`src/rtl/seq_det_pkg.sv`:
```
// Shared definitions for the frame controller and its serial pattern matcher:
// FSM state encoding and the default pattern.
package seq_det_pkg;

  typedef enum logic [1:0] {
    IDLE   = 2'd0,
    SHIFT  = 2'd1,
    DRAIN  = 2'd2,
    REPORT = 2'd3
  } state_t;

  localparam int         DEF_PAT_LEN = 4;
  localparam logic [3:0] DEF_PATTERN = 4'b1011;

endpackage

```
`src/rtl/seq_match_core.sv`:
```
// Bit-serial, non-overlapping pattern matcher with a registered match flag.
// A hit wipes the history so no matched bit can take part in a later match.
module seq_match_core #(
  parameter int                 PAT_LEN = 4,
  parameter logic [PAT_LEN-1:0] PATTERN = 4'b1011
) (
  input  logic clk,
  input  logic rst,
  input  logic clear,
  input  logic bit_en,
  input  logic bit_in,
  output logic match
);

  localparam int FILL_W = $clog2(PAT_LEN);

  logic [PAT_LEN-2:0] r_hist;
  logic [FILL_W-1:0]  r_fill;
  logic               r_match;
  logic [PAT_LEN-1:0] w_word;
  logic               w_hit;

  assign w_word = {r_hist, bit_in};
  assign w_hit  = bit_en && (r_fill == FILL_W'(PAT_LEN - 1)) && (w_word == PATTERN);
  assign match  = r_match;

  always_ff @(posedge clk) begin
    if (!rst || clear) begin
      r_hist  <= '0;
      r_fill  <= '0;
      r_match <= 1'b0;
    end else begin
      r_match <= w_hit;
      if (w_hit) begin
        r_hist <= '0;
        r_fill <= '0;
      end else if (bit_en) begin
        r_hist <= w_word[PAT_LEN-2:0];
        if (r_fill != FILL_W'(PAT_LEN - 1))
          r_fill <= r_fill + FILL_W'(1);
      end
    end
  end

endmodule

```
`src/rtl/seq_frame_controller.sv`:
```
// Frame controller: accepts a word, shifts it MSB-first through the matcher,
// counts matches and returns the count over a valid/ready result port.
module seq_frame_controller
  import seq_det_pkg::*;
#(
  parameter int                 DATA_W  = 8,
  parameter int                 PAT_LEN = DEF_PAT_LEN,
  parameter logic [PAT_LEN-1:0] PATTERN = DEF_PATTERN,
  localparam int                CNT_W   = $clog2(DATA_W / PAT_LEN + 1)
) (
  input  logic              clk,
  input  logic              rst,
  input  logic              in_valid,
  output logic              in_ready,
  input  logic [DATA_W-1:0] in_data,
  output logic              out_valid,
  input  logic              out_ready,
  output logic [CNT_W-1:0]  out_count,
  output logic              out_hit,
  output logic              busy
);

  localparam int IDX_W = $clog2(DATA_W + 1);

  state_t            r_state;
  state_t            w_state_next;
  logic [DATA_W-1:0] r_shreg;
  logic [IDX_W-1:0]  r_idx;
  logic [CNT_W-1:0]  r_count;
  logic              w_accept;
  logic              w_match;

  always_comb begin
    w_state_next = r_state;
    w_accept     = 1'b0;
    case (r_state)
      IDLE: begin
        if (in_valid) begin
          w_state_next = SHIFT;
          w_accept     = 1'b1;
        end
      end
      SHIFT:   if (r_idx == IDX_W'(DATA_W - 1)) w_state_next = DRAIN;
      DRAIN:   w_state_next = REPORT;
      REPORT:  if (out_ready) w_state_next = IDLE;
      default: w_state_next = IDLE;
    endcase
  end

  always_ff @(posedge clk) begin
    if (!rst) r_state <= IDLE;
    else      r_state <= w_state_next;
  end

  // The DRAIN cycle exists so the registered match of the last bit is counted.
  always_ff @(posedge clk) begin
    if (!rst) begin
      r_shreg <= '0;
      r_idx   <= '0;
      r_count <= '0;
    end else if (w_accept) begin
      r_shreg <= in_data;
      r_idx   <= '0;
      r_count <= '0;
    end else begin
      if (r_state == SHIFT) begin
        r_shreg <= {r_shreg[DATA_W-2:0], 1'b0};
        r_idx   <= r_idx + IDX_W'(1);
      end
      if (w_match && (r_state == SHIFT || r_state == DRAIN))
        r_count <= r_count + CNT_W'(1);
    end
  end

  seq_match_core #(
    .PAT_LEN (PAT_LEN),
    .PATTERN (PATTERN)
  ) u_match (
    .clk    (clk),
    .rst    (rst),
    .clear  (w_accept),
    .bit_en (r_state == SHIFT),
    .bit_in (r_shreg[DATA_W-1]),
    .match  (w_match)
  );

  assign in_ready  = (r_state == IDLE);
  assign out_valid = (r_state == REPORT);
  assign busy      = (r_state != IDLE);
  assign out_count = r_count;
  assign out_hit   = (r_count != '0);

endmodule

```
`config.mk`:
```
export PLATFORM = sky130hd
export DESIGN_NAME = seq_frame_controller
export DESIGN_NICKNAME = d
export VERILOG_FILES = /design/src/rtl/seq_det_pkg.sv /design/src/rtl/seq_match_core.sv /design/src/rtl/seq_frame_controller.sv
export SDC_FILE = /design/constraint.sdc
export NUM_CORES = 1
export LEC_CHECK = 0
export BUFFER_PORTS_ARGS = -buffer_cell sky130_fd_sc_hd__buf_2
export CAP_MARGIN = 20
export CORE_ASPECT_RATIO = 0.75
export CORE_MARGIN = 5
export CORE_UTILIZATION = 41
export DETAILED_ROUTE_END_ITERATION = 12
export HOLD_SLACK_MARGIN = 0.06
export PLACE_DENSITY = 0.72
export SETUP_SLACK_MARGIN = 0.2
export SYNTH_ARGS = -nofsm -noshare
export SYNTH_HDL_FRONTEND = slang
export SYNTH_SLANG_ARGS = --single-unit
```
`constraint.sdc`:
```
create_clock -name clk -period 4.25 [get_ports clk]
set_input_delay 0.2125 -clock clk [delete_from_list [all_inputs] [get_ports clk]]
set_output_delay 0.2125 -clock clk [all_outputs]
set_load 0.005 [all_outputs]
```
; ---- Word level (Yosys, flattened, before mapping)
; Index checks and enable logic that the tools add are counted.
[classes]
addsub = 3
n_eq_ne = 10
n_mux = 8
bitwise = 1
n_reduce_logical = 14
[op_table]
columns = op, count
row1 = two-way mux 8 bit, 2
row2 = case mux 2 bit (4 select lines), 1
row3 = "== test 2 bit, second input constant", 3
row4 = two-way mux 2 bit, 3
row5 = "inequality test 2 bit, second input constant", 3
row6 = nonzero test 2 bit, 3
row7 = "adder 2 x 1 -> 2 bit, second input constant", 2
row8 = "adder 4 x 1 -> 4 bit, second input constant", 1
row9 = "== test 4 x 3 -> 1 bit, second input constant", 1
row10 = "== test 4 bit, second input constant", 1
row11 = OR reduction 2 bit, 2
row12 = logical AND 1 bit, 3
row13 = AND reduction 3 bit, 1
row14 = "== test 2 x 1 -> 1 bit, second input constant", 1
row15 = logical NOT 2 bit, 1
row16 = logical OR 1 bit, 2
row17 = two-way mux 1 bit, 2
row18 = "inequality test 2 x 1 -> 1 bit, second input constant", 1
row19 = AND reduction 2 bit, 1
row20 = logical NOT 1 bit, 1
row21 = NOT 1 bit, 1
[totals]
register_bits = 22
in_bits = 12
output_inout_bits = 6
wordCells = 43

; ---- Logic depth before layout (Yosys ltp)
; Gate-level depths: netlist of the first run.
[depth]
ltp_word = 4
ltp_mapped = 7

; ---- By module
; Synthesis of the first run repeated with hierarchy kept, for this count alone.
[hier_totals]
hier_cells = 107
hier_area_um2 = 1016.0
[modules_own_cells]
columns = mod, instances, cells_each, area_each_um2, seq_area_each_um2
row1 = seq_frame_controller, 1, 84, 774.5, 320.3
row2 = seq_match_core, 1, 23, 241.5, 120.1

; ---- Worst setup path after synthesis of the first run
; OpenSTA, ideal clock, no wires.
[synth_path]
path_type = reg2reg
from = register r_state[0]
to = register r_state[0]
setup_ps = 136
arrival_time_ps = 1297
required_ps = 4114
path_slack_ps = 2817
path_stages_with_launch = 6
n_path_buf = 0
period_less_slack_ps = 1433
path_cell_list = dfxtp_1 inv_1 ha_1 or2_2 a2111oi_0 a211oi_1
[synth_via]
elab_chain_cells = 3
[synth_lines]
columns = element, line
row1 = start: declaration, seq_frame_controller.sv:25  ; state_t r_state;
row2 = start signal: assignment, seq_frame_controller.sv:52  ; else r_state <= w_state_next;
row3 = "== test 2 x 1 -> 1 bit, or another cell as far along", seq_frame_controller.sv:36  ; case (r_state)
row4 = inequality test 2 bit (no source line) or inequality test 2 x 1 -> 1 bit (tied branches), -
row5 = AND reduction 3 bit (no source line), -
; Parallel ways exist; a longest one is shown, timed or not.
; A chain may end at the register's enable or synchronous reset.

; ---- Final worst setup path of the first run
[layout_path]
from = register r_state[1]
to = register u_match.r_hist[2]
[layout_via]
elab_chain_cells = 4
[layout_lines]
columns = element, line
row1 = logical NOT 2 bit or == test 2 x 1 -> 1 bit (tied branches), "seq_frame_controller.sv:36, seq_frame_controller.sv:82"
row2 = two-way mux 1 bit or logical AND 1 bit (tied branches), "seq_frame_controller.sv:36, seq_match_core.sv:24"
row3 = logical OR 1 bit or logical AND 1 bit (tied branches), "seq_match_core.sv:28, seq_match_core.sv:24"
row4 = OR reduction 2 bit (no source line), -
row5 = end signal: assignment, seq_match_core.sv:38  ; r_hist <= w_word[PAT_LEN-2:0];
row6 = end: declaration, seq_match_core.sv:17  ; logic [PAT_LEN-2:0] r_hist;
; Parallel ways exist; a longest one is shown, timed or not.

==> results of run 1 <==
-- layer usage --
metal / up-vias / part of all wire / routed length, um / track usage
met2: 15 / 0.44 / 787 / 0.1745
met1: 351 / 0.50 / 906 / 0.1722
met3: 2 / 0.057 / 102 / 0.04459
li1: 407 / - / - / -
met4: 0 / 0.0050 / 9 / 0.01010
met5: - / 0 / 0 / 0
-- worst min-delay path by stage --
stage | from | endpoint | cells past startpoint
final | in_data[0] | r_shreg[0]$_SDFFE_PN0P_ | 3
after global routing | in_data[5] | r_shreg[5]$_SDFFE_PN0P_ | 3
after CTS | in_data[0] | r_shreg[0]$_SDFFE_PN0P_ | 3
after detailed placement | in_data[0] | r_shreg[0]$_SDFFE_PN0P_ | 3
after global placement | out_count[1]$_SDFFE_PP0P_ | out_count[1]$_SDFFE_PP0P_ | 2
after floorplan | rst | r_state[1]$_SDFFE_PN0P_ | 2
-- metrics by stage --
stage | hold slack, ns | instance area [sq um] | util | power (W)
6_report | 0.1337 | 1162 | 0.4955 | 0.0006601
5_1_grt | 0.1705 | 1162 | 0.4955 | 0.0007179
4_1_cts | 0.1253 | 1162 | 0.4955 | 0.0006670
3_5_place_dp | 0.4711 | 1126 | 0.4800 | 0.0005519
3_3_place_gp | 0.4621 | 1126 | 0.4800 | 0.0005415
2_1_floorplan | 0.3584 | 1022 | - | 0.0005022
-- state kept, by name, indices dropped and copies added (netlist names) --
| register | count |
|---|---|
| r_shreg | 8 |
| r_idx | 4 |
| u_match.r_hist | 3 |
| out_count | 2 |
| r_state | 2 |
| u_match.r_fill | 2 |
| u_match.match | 1 |
-- synthesized netlist by cell type (2+ instances only) --
library cell  number  area, sq um
xor2_1             2        17.52
mux2i_1           12        120.1
a211oi_1           8        60.06
ha_1               8        100.1
nand3b_1           2        15.01
dfxtp_1           22        440.4
inv_1              6        22.52
nand3_1            2        10.01
nor2_1            16        60.06
xnor2_1            3        26.28
a21oi_1            3        15.01
nor2b_1            2        12.51
nand2_1            8        30.03
-- cell families (layout without fill, tap and decap cells) --
| logic type | count (synthesis) | in the layout | synth area share |
|---|---|---|---|
| compound gates | 14 | 14 | 0.09792 |
| xor+xnor | 5 | 5 | 0.04285 |
| fa+ha+maj | 8 | 8 | 0.09792 |
| buf+inv | 10 | 28 | 0.04895 |
| flops | 22 | 22 | 0.4308 |
| mux | 12 | 12 | 0.1175 |
| simple gates | 36 | 36 | 0.1640 |
-- area by class of cell --
type / count / area (sq um) / area share
clock buffer: 4 / 36.28 / 0.03122
inverter: 7 / 26.28 / 0.02261
multi-input combinational: 75 / 531.8 / 0.4575
sequential: 22 / 440.4 / 0.3789
tap: 34 / 42.54 / 0.03660
timing repair buffer: 17 / 85.08 / 0.07320
-- worst max-delay path, delay by kind of cell, from the launching register on --
family | cells | cell delay (ns)
adders and majority gates | 1 | 0.72
AOI/OAI and AO/OA | 1 | 0.42
DFF | 1 | 0.37
and+or+nand+nor | 2 | 0.29
buffers and inverters | 1 | 0.11
-- power groups by stage --
stage	Sequential, W	Clock (W)	Combinational (W)
2_1_floorplan	0.000277	0	0.000225
3_3_place_gp	0.000282	0	0.000259
3_5_place_dp	0.000286	0	0.000266
4_1_cts	0.000281	0.000119	0.000267
5_1_grt	0.000288	0.000127	0.000303
6_report	0.000280	0.000116	0.000264
==> run metrics, run 1 <==
crit path max fanout 19; Clock Sinks 22; fill count 227; Placement Rows 15; Placeable Area 2346 sq um; worst r2r path cells 5; commonest cells after routing, fill and taps aside dfxtp_1, buf_2, nor2_1; crit path cell chain inv_1 -> ha_1 -> nand2_1 -> o211ai_1 -> nor2_1; kind of critical path register to register; CTS tree yes; Post-Route WL 1805 um; syn_area_per_cell 9.554 sq um; drt wl/cell 11.35 um; Pleak 0.4912 nW; total CTS buffers 3; CTS hold repair buffers 0; first-pass GRT wire length 3236 um; post-route ant nets 0; gr ovfl total 0; layout cells sized above 1 0.1760; diodes inserted 0; VDD IR max 0.0002357 V; internal power 0.0004260 W; full die area 3602 sq um; Min-Delay Path Class input pin to register; Critical Path RT 4.44 ns; Synthesis Warnings 0; IO Pins 18; part of the cycle the worst path needs 0.4789; Distinct cells, synth 26; DR vias 775; routability congestion estimate 0.7179; drt first pass iters 2; CTS H-tree lvls 1; CP endpoint kind register; cells after synthesis 107; hold violation total from the final report 0; CP Capture Point u_match.r_hist[2]$_SDFFE_PP0N_; Layout area overhead 13.71%; max-cap viol count 0; Non-Filler Instances 159; switching power total 0.0002341 W; max_slew headroom 0.4331; leading cell type in the layout, fill and taps excluded dfxtp_1; syn_nets 127; Clock Power Share 0.176; DRC violations left 0; clk_lat worst skew 0.31 ns; die height 53.24 um; Tmin final 2.035 ns; setup ws final 2.215 ns; Critical Path Max Stage Delay 0.72 ns; placed cell count 155; worst r2r src r_state[1]$_SDFFE_PN0P_; status finished clean; Slew Viols, Final 0; Port Buffers 17; Initial Util 0.4357; Final setup viols 0; reg2reg setup slack 2.21 ns; Critical R2R Capture u_match.r_hist[2]$_SDFFE_PP0N_; Worst Skew 0.01189 ns; Pwr per Cell Area 567.9 nW/um^2; initial antenna violation count 0; CTS clk-pin slew, worst paths 0.13 ns; sequential fraction of the synthesis area 0.4308; pin count of the biggest net entering global routing 20; Global Route Usage Sum 0.1198; Setup TNS Final 0 ns; Sw Ratio 0.3546; Post-CTS Setup Bufs 0; vias in the first global route 693; Max stage delay cell, worst path ha_1; final net count 146; Seq pwr share 0.425; Post-synth top flop dfxtp_1; Via-to-Cell Ratio 4.874; launch point of the worst path r_state[1]$_SDFFE_PN0P_; ys async rst share 0; Chip Width 67.66 um; Worst Path Arrival 2.23 ns; Logic pwr share 0.400; # resized after CTS 0; Startpoint Class register; unrepaired setup endpoints after global routing no; fmax 0.4913 GHz; Longest Clk Path Bufs 2; Post-synth EDFFs 0; Clock Tree Root clkbuf_4; synthesized area 1022 sq um; post-synthesis register bit count 22; Starting DRT DRC Count 44; hpwl dp 1374 um; setup slack at placement 2.225 ns; Worst Max-Slew Pin Slew 0.8504 ns
Note: power is estimated with default switching activity, not from simulation.
==> run 2, diff against run 1 <==
--- a/config.mk
+++ b/config.mk
@@ -12,7 +12,7 @@
 export CORE_UTILIZATION = 41
 export DETAILED_ROUTE_END_ITERATION = 12
 export HOLD_SLACK_MARGIN = 0.06
-export PLACE_DENSITY = 0.72
+export PLACE_DENSITY = 0.74
 export SETUP_SLACK_MARGIN = 0.2
 export SYNTH_ARGS = -nofsm -noshare
 export SYNTH_HDL_FRONTEND = slang
==> constraint.sdc (replaced) <==
create_clock -name clk -period 1.75 [get_ports clk]
set_input_delay 0.0875 -clock clk [delete_from_list [all_inputs] [get_ports clk]]
set_output_delay 0.0875 -clock clk [all_outputs]
set_load 0.005 [all_outputs]
==> run 2 against run 1 <==
Compared with the run above: cell area up 12%; global-route usage up 0.59 points; clock skew down 0.0099 ns; via count up 5.5%; critical path type unchanged; flip-flop and latch count unchanged; routed wire length up 16%; die area unchanged; largest power group is now combinational logic; highest routed layer unchanged.
==> run metrics, run 2 (synthesis results as in run 1) <==
leading cell type in the layout, fill and taps excluded dfxtp_1; final hold slack 0.07028 ns; IO Pins 18; Tmin final 1.473 ns; drt wl/cell 12.35 um; commonest cells after routing, fill and taps aside dfxtp_1, buf_2, nor2_1; Sw Ratio 0.3553; Placeable Area 2346 sq um; Chip Width 67.66 um; CP endpoint kind register; final net count 156; Setup TNS Final 0 ns; die height 53.24 um; hpwl dp 1584 um; CTS clk-pin slew, worst paths 0.11 ns; total power 0.001793 W; Placement Rows 15; Worst Skew 0.001966 ns; Clock Sinks 22; layout cells sized above 1 0.2370; max-cap viol count 0; largest registers r_shreg: 8 flops, r_idx: 4 flops, u_match.r_hist: 3 flops; drt first pass iters 4; diodes inserted 0; status finished clean; DR vias 818; first-pass GRT wire length 3325 um; Most flops, register r_shreg; Via-to-Cell Ratio 4.840; unrepaired setup endpoints after global routing no; initial antenna violation count 0; Seq pwr share 0.385; part of the cycle the worst path needs 0.8418; Layout area overhead 27.05%; VDD IR max 0.0005716 V; clk_lat worst skew 0.30 ns; full die area 3602 sq um; max_slew headroom 0.7243; crit path max fanout 4; internal power 0.001156 W; kind of critical path register to register; Logic pwr share 0.463; Pleak 0.5427 nW; Port Buffers 17; Min-Delay Path Class input pin to register; Worst Max-Slew Pin Slew 0.4118 ns; Worst Path Arrival 1.66 ns; Global Route Usage Sum 0.1256; CTS H-tree lvls 1; max reg flops 8; Critical Path RT 1.94 ns; Clock Tree Root clkbuf_4; vias in the first global route 746; post-route ant nets 0; fmax 0.6788 GHz; Post-Route WL 2087 um; routability congestion estimate 0.6822; Clock Power Share 0.152; placed cell count 157; Starting DRT DRC Count 22; Longest Clk Path Bufs 2; hold violation total from the final report 0; switching power total 0.0006370 W; Startpoint Class register; pin count of the biggest net entering global routing 13; Non-Filler Instances 169; DRC violations left 0; Pwr per Cell Area 1381 nW/um^2; total CTS buffers 3; Slew Viols, Final 0; gr ovfl total 0; CTS tree yes; Final setup viols 0; Initial Util 0.4357
-- run 2: cell count changes in the layout (fill, tap and decap cells not counted) --
cell,delta
dlygate4sd3_1,+6
buf_4,+4
dfxtp_1,-2
ha_1,-2
a2111oi_0,-1
a2111oi_4,+1
dfxtp_2,+1
dfxtp_4,+1
ha_2,+1
ha_4,+1
nand2_1,-1
nand2_4,+1
-- run 2: through the flow --
stage	util	area, sq um	setup WS [ns]
finish	0.5536	1299	0.2768
global route	0.5536	1299	0.1904
CTS	0.5323	1249	0.1917
detailed placement	0.4864	1141	0.1224
global placement	0.4864	1141	0.2865
floorplan	-	1022	0.3171
-- run 2: path summary, 6_finish.rpt --
check                                             start                       to  slack (ns)  cells past startpoint
worst max-delay path            r_state[0]$_SDFFE_PN0P_  r_state[0]$_SDFFE_PN0P_        0.28                      5
worst min-delay path                         in_data[7]  r_shreg[7]$_SDFFE_PN0P_        0.07                      3
worst max register to register  r_state[0]$_SDFFE_PN0P_  r_state[0]$_SDFFE_PN0P_        0.28                      5
worst min register to register  r_state[1]$_SDFFE_PN0P_  r_state[1]$_SDFFE_PN0P_        0.49                      2
-- run 2: timing repair --
| item | CTS | global route |
|---|---|---|
| gates resized for setup | 4 | 7 |
| endpoints found under the setup margin | 6 | 13 |
| hold buffers | 6 | 0 |
| pin swaps | 1 | 0 |
| buffers inserted | 0 | 2 |
| hold endpoints to repair | 6 | 0 |
-- run 2: power by group through the flow --
| stage | clock [W] | sequential [W] | combinational (W) |
|---|---|---|---|
| after floorplan | 0 | 0.000674 | 0.000546 |
| after detailed placement | 0 | 0.000695 | 0.000677 |
| after global routing | 0.000306 | 0.000701 | 0.000926 |
| final | 0.000272 | 0.000690 | 0.000831 |
| after global placement | 0 | 0.000687 | 0.000646 |
| after CTS | 0.000285 | 0.000683 | 0.000723 |
-- run 2: cell type report --
cell class                      count  area [sq um]
Fill cell                         212          1047
Multi-Input combinational cell     75         573.1
Sequential cell                    22         445.4
Timing Repair Buffer               27         175.2
Tap cell                           34         42.54
Clock buffer                        4         36.28
Inverter                            7         26.28
-- run 2: metal layers --
metal,vias to the layer above,track usage,part of all wire
met1,385,0.1568,0.48
met3,2,0.04459,0.039
met2,11,0.2003,0.47
li1,420,-,-
met4,0,0.04040,0.011
met5,-,0,0
-- run 2: worst max-delay path, stage by stage (launching register included) --
cell and delay, ns:
dfxtp_4 0.37, inv_1 0.08, ha_1 0.20, or2_2 0.31
a2111oi_4 0.32, a211oi_1 0.08
==> run 3, diff against run 2 <==
==> constraint.sdc (replaced) <==
create_clock -name clk -period 1.3 [get_ports clk]
set_input_delay 0.065 -clock clk [delete_from_list [all_inputs] [get_ports clk]]
set_output_delay 0.065 -clock clk [all_outputs]
set_load 0.005 [all_outputs]
==> run 3 against run 2 <==
Compared with the run above: the run now ends with negative setup slack left; die area is the same; critical path depth is the same; final cell count grew 9.5%; clock power grew 8.5%; clock skew grew 0.0054 ns.
==> run metrics, run 3 (synthesis results as in run 1) <==
Clock Tree Root clkbuf_4; Placeable Area 2346 sq um; VDD IR max 0.0009919 V; first-pass GRT wire length 3850 um; post-route ant nets 0; leading cell type in the layout, fill and taps excluded dfxtp_1; max-cap viol count 0; largest registers r_shreg: 8 flops, r_idx: 4 flops, u_match.r_hist: 3 flops; Most flops, register r_shreg; Port Buffers 17; diodes inserted 0; total CTS buffers 3; Critical R2R Capture r_state[1]$_SDFFE_PN0P_; Setup TNS Final -0.06414 ns; crit path max fanout 4; Via-to-Cell Ratio 4.924; Layout area overhead 61.32%; failing checks negative setup slack; Critical Path RT 1.52 ns; Hold Path Depth 3; part of the cycle the worst path needs 1.027; Post-Route WL 2578 um; vias in the first global route 876; Placement Rows 15; kind of critical path register to register; clk_lat worst skew 0.30 ns; Starting DRT DRC Count 14; IO Pins 18; Pleak 0.6754 nW; Worst Max-Slew Pin Slew 0.3057 ns; DP Area 1217 sq um; Initial Util 0.4357; DRC violations left 0; unrepaired setup endpoints after global routing yes; CTS H-tree lvls 1; fmax 0.7493 GHz; commonest cells after routing, fill and taps aside dfxtp_1, nor2_1, buf_2; fill count 184; Global Route Usage Sum 0.1458; Non-Filler Instances 185; die height 53.24 um; Min-Delay Path Class input pin to register; hpwl dp 1473 um; Tmin final 1.335 ns; setup ws final -0.03451 ns; crit path cell chain inv_4 -> ha_4 -> nor2b_4 -> a211o_1 -> mux2i_1; cell area after layout 1649 sq um; DR vias 911; placed cell count 163; setup slack at placement -0.05166 ns; Startpoint Class register; Worst Hold End r_shreg[0]$_SDFFE_PN0P_; Critical Path Max Stage Delay 0.40 ns; reg2reg setup slack -0.03 ns; hold violation total from the final report 0; CTS clk-pin slew, worst paths 0.11 ns; CP endpoint kind register; Max stage delay cell, worst path dfxtp_4; full die area 3602 sq um; worst r2r src r_state[1]$_SDFFE_PN0P_; gr ovfl total 0; layout cells sized above 1 0.5166; drt wl/cell 13.94 um; Clock Sinks 22; max reg flops 8; final hold slack 0.09839 ns; Final setup viols 2; final net count 173; pin count of the biggest net entering global routing 16; routability congestion estimate 0.7202; drt first pass iters 3; Chip Width 67.66 um; max_slew headroom 0.7949; Worst Skew 0.007412 ns; worst r2r path cells 5; min-delay src in_valid; Longest Clk Path Bufs 2; Slew Viols, Final 0; Pwr per Cell Area 1963 nW/um^2; status finished with violations; CTS tree yes; Worst Path Arrival 1.56 ns; initial antenna violation count 0
## run 3: cell types whose count changed in the layout (fill, tap and decap cells not counted), moves of 4 or more
cell,change
dfxtp_1,-5
dfxtp_2,+4
inv_1,-6
buf_6,+13
ha_4,+4
nand2_1,-4
## run 3: what timing repair did
action                                  4_1_cts  5_1_grt
gates resized for setup                      36       25
endpoints found under the setup margin       25       25
hold buffers                                  9        0
setup buffers                                 6        4
hold endpoints to repair                      9        0
pin swaps                                    12        7
## run 3: stage by stage
| step | power [W] | utilization |
|---|---|---|
| 5_1_grt | 0.003434 | 0.7029 |
| 3_5_place_dp | 0.002051 | 0.5189 |
| 6_report | 0.003238 | 0.7029 |
| 4_1_cts | 0.002877 | 0.6469 |
| 2_1_floorplan | 0.001724 | - |
| 3_3_place_gp | 0.002016 | 0.5189 |
## run 3: worst max-delay path by stage
| stage | startpoint | to | cells after the start |
|---|---|---|---|
| 3_5_place_dp | r_state[1]$_SDFFE_PN0P_ | r_idx[3]$_SDFFE_PP0N_ | 6 |
| 3_3_place_gp | r_state[1]$_SDFFE_PN0P_ | r_idx[3]$_SDFFE_PP0N_ | 6 |
| 4_1_cts | r_state[1]$_SDFFE_PN0P_ | r_state[0]$_SDFFE_PN0P_ | 5 |
| 5_1_grt | r_state[1]$_SDFFE_PN0P_ | r_state[1]$_SDFFE_PN0P_ | 5 |
| 6_report | r_state[1]$_SDFFE_PN0P_ | r_state[1]$_SDFFE_PN0P_ | 5 |
| 2_1_floorplan | r_state[1]$_SDFFE_PN0P_ | r_state[0]$_SDFFE_PN0P_ | 5 |
## run 3: worst max-delay path, delay by kind of cell (launching register included)
kind                       cells  cell delay (ns)
AOI/OAI and AO/OA              1             0.31
adders and majority gates      1             0.17
buffers and inverters          1             0.06
DFF                            1             0.40
muxes                          1             0.19
and+or+nand+nor                1             0.13
## run 3: layout make-up
cell class,count,area [sq um],area share
clock buffers,3,22.52,0.01366
inverters,7,38.79,0.02352
multi-input cells,75,711.9,0.4317
flip-flops and latches,22,454.2,0.2754
well taps,34,42.54,0.02580
repair buffers,44,379.1,0.2299
## run 3: report_power, final
| group | total [W] | switching, W | leakage, nW | internal [W] |
|---|---|---|---|---|
| clock | 0.000295 | 0.000187 | 0.0138 | 0.000108 |
| sequential | 0.000981 | 0.000137 | 0.183 | 0.000845 |
| combinational | 0.00196 | 0.000835 | 0.478 | 0.00113 |
## run 3: per-layer routing
| metal | global-route usage | vias up | part of all wire |
|---|---|---|---|
| met3 | 0.04459 | 4 | 0.042 |
| met5 | 0 | - | 0 |
| met2 | 0.2682 | 15 | 0.55 |
| met4 | 0.02020 | 0 | 0.012 |
| met1 | 0.1682 | 432 | 0.39 |
| li1 | - | 460 | - |
